### src/rtl/xbar_defs.sv
// Shared crossbar definitions: command encoding, slave-arbiter FSM states, default widths.
package xbar_defs;

    localparam int unsigned DEF_AW = 32;
    localparam int unsigned DEF_DW = 32;

    localparam logic CMD_READ  = 1'b0;
    localparam logic CMD_WRITE = 1'b1;

    typedef enum logic [1:0] {
        IDLE  = 2'd0,
        GRANT = 2'd1,
        RDATA = 2'd2
    } state_e;

endpackage

### src/rtl/rr_pick2.sv
// Combinational 2-way round-robin picker: on a tie the master that did not win last time wins.
module rr_pick2 (
    input  logic i_elig0,
    input  logic i_elig1,
    input  logic i_last,
    output logic o_valid,
    output logic o_idx
);

    // Single requester wins outright; a tie goes to the opposite of the last winner.
    always_comb begin
        o_valid = i_elig0 | i_elig1;
        o_idx   = (i_elig0 & i_elig1) ? ~i_last : i_elig1;
    end

endmodule

### src/rtl/xbar_slave_arbiter.sv
// Per-slave-port scheduler for the 2x2 crossbar: picks one of two masters, forwards its
// request to the slave, and routes ack/rdata back to the granted master only.
module xbar_slave_arbiter
    import xbar_defs::*;
#(
    parameter int unsigned SLAVE_ID    = 0,
    parameter int unsigned AW          = DEF_AW,
    parameter int unsigned DW          = DEF_DW,
    parameter int unsigned STALL_LIMIT = 255
) (
    input  logic          clk,
    input  logic          rst,
    input  logic          m0_req,
    input  logic          m0_cmd,
    input  logic [AW-1:0] m0_addr,
    input  logic [DW-1:0] m0_wdata,
    output logic          m0_ack,
    output logic [DW-1:0] m0_rdata,
    input  logic          m1_req,
    input  logic          m1_cmd,
    input  logic [AW-1:0] m1_addr,
    input  logic [DW-1:0] m1_wdata,
    output logic          m1_ack,
    output logic [DW-1:0] m1_rdata,
    output logic          s_req,
    output logic          s_cmd,
    output logic [AW-1:0] s_addr,
    output logic [DW-1:0] s_wdata,
    input  logic          s_ack,
    input  logic [DW-1:0] s_rdata,
    output logic          grant,
    output logic          stall_err
);

    localparam logic [7:0] LIMIT = 8'(STALL_LIMIT);

    state_e     r_state;
    state_e     w_state_d;
    logic       r_last;
    logic       r_grant;
    logic       r_cmd;
    logic [7:0] r_cnt;
    logic       r_stall_err;

    logic       w_elig0;
    logic       w_elig1;
    logic       w_pick_valid;
    logic       w_pick_idx;
    logic [7:0] w_cnt_inc;

    // A request aimed at the other slave is invisible to this instance.
    assign w_elig0 = m0_req && (m0_addr[AW-1] == 1'(SLAVE_ID));
    assign w_elig1 = m1_req && (m1_addr[AW-1] == 1'(SLAVE_ID));

    // Saturating increment of the stall counter.
    assign w_cnt_inc = (r_cnt == LIMIT) ? r_cnt : r_cnt + 8'd1;

    assign grant     = r_grant;
    assign stall_err = r_stall_err;

    rr_pick2 u_pick (
        .i_elig0 (w_elig0),
        .i_elig1 (w_elig1),
        .i_last  (r_last),
        .o_valid (w_pick_valid),
        .o_idx   (w_pick_idx)
    );

    // Next-state and output decode; everything idles at zero unless on the active path.
    always_comb begin
        w_state_d = r_state;
        s_req     = 1'b0;
        s_cmd     = 1'b0;
        s_addr    = '0;
        s_wdata   = '0;
        m0_ack    = 1'b0;
        m1_ack    = 1'b0;
        m0_rdata  = '0;
        m1_rdata  = '0;
        case (r_state)
            IDLE: begin
                if (w_pick_valid) begin
                    w_state_d = GRANT;
                end
            end
            GRANT: begin
                s_req   = 1'b1;
                s_cmd   = r_grant ? m1_cmd   : m0_cmd;
                s_addr  = r_grant ? m1_addr  : m0_addr;
                s_wdata = r_grant ? m1_wdata : m0_wdata;
                if (s_ack) begin
                    m0_ack    = ~r_grant;
                    m1_ack    = r_grant;
                    w_state_d = (r_cmd == CMD_WRITE) ? IDLE : RDATA;
                end
            end
            RDATA: begin
                m0_rdata  = r_grant ? '0 : s_rdata;
                m1_rdata  = r_grant ? s_rdata : '0;
                w_state_d = IDLE;
            end
            default: begin
                w_state_d = IDLE;
            end
        endcase
    end

    // State, grant bookkeeping and stall tracking.
    always_ff @(posedge clk) begin
        if (rst) begin
            r_state     <= IDLE;
            r_last      <= 1'b1;
            r_grant     <= 1'b0;
            r_cmd       <= CMD_READ;
            r_cnt       <= 8'd0;
            r_stall_err <= 1'b0;
        end else begin
            r_state <= w_state_d;
            if (r_state == IDLE && w_pick_valid) begin
                r_grant <= w_pick_idx;
                r_cmd   <= w_pick_idx ? m1_cmd : m0_cmd;
            end
            if (r_state == GRANT) begin
                if (s_ack) begin
                    r_last <= r_grant;
                    r_cnt  <= 8'd0;
                end else begin
                    r_cnt <= w_cnt_inc;
                    if (w_cnt_inc == LIMIT) begin
                        r_stall_err <= 1'b1;
                    end
                end
            end
        end
    end

endmodule
### config.mk
export PLATFORM = sky130hd
export DESIGN_NAME = xbar_slave_arbiter
export DESIGN_NICKNAME = d
export VERILOG_FILES = /design/src/rtl/xbar_defs.sv /design/src/rtl/rr_pick2.sv /design/src/rtl/xbar_slave_arbiter.sv
export SDC_FILE = /design/constraint.sdc
export NUM_CORES = 1
export LEC_CHECK = 0
export BUFFER_PORTS_ARGS = -buffer_cell sky130_fd_sc_hd__clkbuf_2
export CAP_MARGIN = 20
export CORE_AREA = 2 2 118 120
export CTS_BUF_LIST = sky130_fd_sc_hd__clkbuf_8 sky130_fd_sc_hd__clkbuf_16
export DETAILED_ROUTE_END_ITERATION = 7
export DIE_AREA = 0 0 120 122
export GPL_ROUTABILITY_DRIVEN = 0
export PLACE_DENSITY_LB_ADDON = 0.25
export SLEW_MARGIN = 20
export SYNTH_ARGS = -nofsm -noshare
export SYNTH_HDL_FRONTEND = slang
export SYNTH_SLANG_ARGS = --single-unit
### constraint.sdc
create_clock -name clk -period 4.2 [get_ports clk]
set_input_delay 0.42 -clock clk [delete_from_list [all_inputs] [get_ports clk]]
set_output_delay 0.42 -clock clk [all_outputs]
set_load 0.005 [all_outputs]
==> out/results.tsv <==
stage	metric	value	unit
status	run_status	finished, final reports clean	
clock_tree	htree_num_levels	1	
critical_path	cp_slowest_cell	buf_4	
floorplanning	die_height	122	um
logic_synthesis	yosys_most_used_dff	dfxtp_1	
critical_path	crit_buf_inv	2	
global_route	grt_max_degree	73	
critical_path	path_max_fanout	63	
power_and_ir_drop	ir_worst_vdd	106	uV
critical_path	cp.required	3.78	ns
sta	final-max-slew-violation-count	0	
clock_tree	clkTransAtPathRegs	0.04	ns
critical_path	crit_chain	buf_4 -> mux2i_1 -> nor2_1 -> clkbuf_2	
clock_tree	holdBufCountCts	0	
route	num_vias	3215	
global_route	first_global_vias	2860	
route	drt_iter0_markers	125	
route	first_pass_iters	4	
global_route	grt_antenna_before_repair	0	
sta	slew_headroom	32.7	%
critical_path	arrival	1.96	ns
place	port_buffers	300	
sta	setup_tns	0	ns
global_route	grt_usage	11.5	%
route	ant_nets	0	
cells_and_area	final_cell_mix	clkbuf_2, nor2_1, mux2i_1, and2_1, dfxtp_1	
clock_tree	cts_tree	yes	
sta	fin_skew	0.00413	ns
logic_synthesis	syn-num-nets	484	
cells_and_area	layout_commonest_cell	clkbuf_2	
clock_tree	post_cts_buffers	0	
cells_and_area	num_antenna_cells	0	
cells_and_area	nNetsFinal	766	
sta	rsz0062_at_grt	false	
sta	setup_violations	0	
clock_tree	clk_latency	0.24	ns
route	post_drt_wl_per_cell	12.0	um
cells_and_area	area_growth	79.3	%
route	viasPerCell	4.14	
critical_path	end_kind	output pin	
logic_synthesis	ys_types	37	
power_and_ir_drop	powerDensity	150	nW/um^2
global_route	grt_overflow	0	
flow_run	cap_viol_max_count	0	
critical_path	max_stage_delay	0.75	ns
logic_synthesis	ys_async_sr_fraction	0	%
sta	fin_crit	2.38	ns
cells_and_area	drive_gt1_share	52.8	%
place	hpwl	7950	um
cells_and_area	seqCellArea	284	sq um
cells_and_area	fillers	1493	
logic_synthesis	synth_seq_cells	14	
floorplanning	die_area	14600	sq um
clock_tree	cts_root_buf	clkbuf_16	
logic_synthesis	yosysWarningCount	0	
cells_and_area	multi_input_area	1790	sq um
floorplanning	rows	43	
logic_synthesis	syn_area	2180	sq um
sta	max_freq	420	MHz
sta	hold_slack	0.434	ns
clock_tree	cts_sinks	14	
sta	tightest_slew	1.01	ns
clock_tree	cts_made_buffers	3	
power_and_ir_drop	leakage	2.11	nW
sta	period_share	56.7	%
logic_synthesis	syn_area_per_cell	6.90	sq um
sta	hold_violations	0	
critical_path	start_kind	flip-flop	
floorplanning	core-area	13500	sq um
critical_path	critPathTopFamily	buffers and inverters	
floorplanning	start_util	16.1	%
critical_path	critPathKind	flip-flop to output pin	
route	wl	9340	um
global_route	grt_first_pass_wirelength	13900	um
logic_synthesis	syn_inst	316	
hold_path	worstHoldPathType	flip-flop to flip-flop	
floorplanning	ios	301	
logic_synthesis	synth_seq_area_share	12.9	%
floorplanning	die_w	120	um
route	drc_errors	0	
logic_synthesis	synth_edf_count	0	
clock_tree	cts_buffer_depth	2	
clock_tree	cts_resized	0	
-- cell type report --
cell class / instances / share of cell area (%)
sequential: 14 / 7.26
tap: 180 / 5.76
timing repair buffer: 303 / 39.0
multi-input combinational: 275 / 45.9
inverter: 1 / 0.0960
clock buffer: 3 / 1.92
clock inverter: 1 / 0.0960
-- worst reg2reg max path, cell delays in order, from the launching register on --
cell      delay, ns
dfxtp_1        0.46
ha_1           0.29
and4_1         0.33
nand4_1        0.32
xor2_1         0.24
a41oi_1        0.25
a311oi_2       0.07
-- routing by layer --
metal  vias to the layer above  share of wire [%]  GRT usage, %
li1                       1616                  -             -
met1                      1395                 37          12.8
met2                       200                 52          22.7
met3                         4                 11          2.76
met4                         0               0.41          1.10
met5                         -                  0             0
-- cells in the mapped netlist, types with 2 or more instances --
master     n  area share [%]
and3_1     2            0.57
clkbuf_1  20             3.4
and2_1    65              19
nand2_1    7             1.2
a21oi_1   11             2.5
a31oi_1    2            0.57
o21ai_0    7             1.6
nand4_1    2            0.57
nand2b_1   3            0.86
nor2b_1    4             1.1
mux2i_1   68              31
a22oi_1    2            0.69
nand3_1    2            0.46
nor3_1     4            0.92
dfxtp_1   14              13
buf_2      4            0.92
nor2_1    79              14
-- where the power goes --
group | total, mW | internal [mW] | switching (mW)
logic | 0.263 | 0.139 | 0.124
registers | 0.142 | 0.137 | 0.00505
clock network | 0.180 | 0.126 | 0.0544
-- registers in the layout (all words and copies together), names as in the netlist --
| signal | cells |
|---|---|
| r_state | 2 |
| grant | 1 |
| r_last | 1 |
| r_cnt | 8 |
| stall_err | 1 |
| r_cmd | 1 |
-- metrics by stage --
stage	instances	cell area [sq um]	power [mW]	utilization (%)	setup slack [ns]
finish	777	3910	0.585	29.0	1.82
global route	777	3910	0.625	29.0	1.68
CTS	777	3910	0.593	29.0	1.81
detailed placement	773	3830	0.411	28.4	2.07
global placement	773	3830	0.409	28.4	2.09
floorplan	316	2180	0.267	-	2.37
-- kinds of logic (layout without fill, tap and decap cells) --
family	count (synthesis)	after routing	share of synthesized area, %
AND/OR/NAND/NOR	176	176	41.1
multiplexers	69	69	31.7
AO/OA/AOI/OAI	28	28	8.09
buffers and inverters	27	308	5.22
flip-flops	14	14	12.9
adder cells (fa/ha/maj)	1	1	0.574
XOR/XNOR	1	1	0.402
-- final timing paths --
| path | start | endpoint | slack, ns | cells after the start |
|---|---|---|---|---|
| max | grant | s_wdata[14] | 1.82 | 4 |
| min | r_cmd | r_state[1] | 0.43 | 1 |
| max reg2reg | r_cnt[0] | stall_err | 2.10 | 6 |
| min reg2reg | r_cmd | r_state[1] | 0.43 | 1 |
Note: power is estimated with default switching activity, not from simulation.
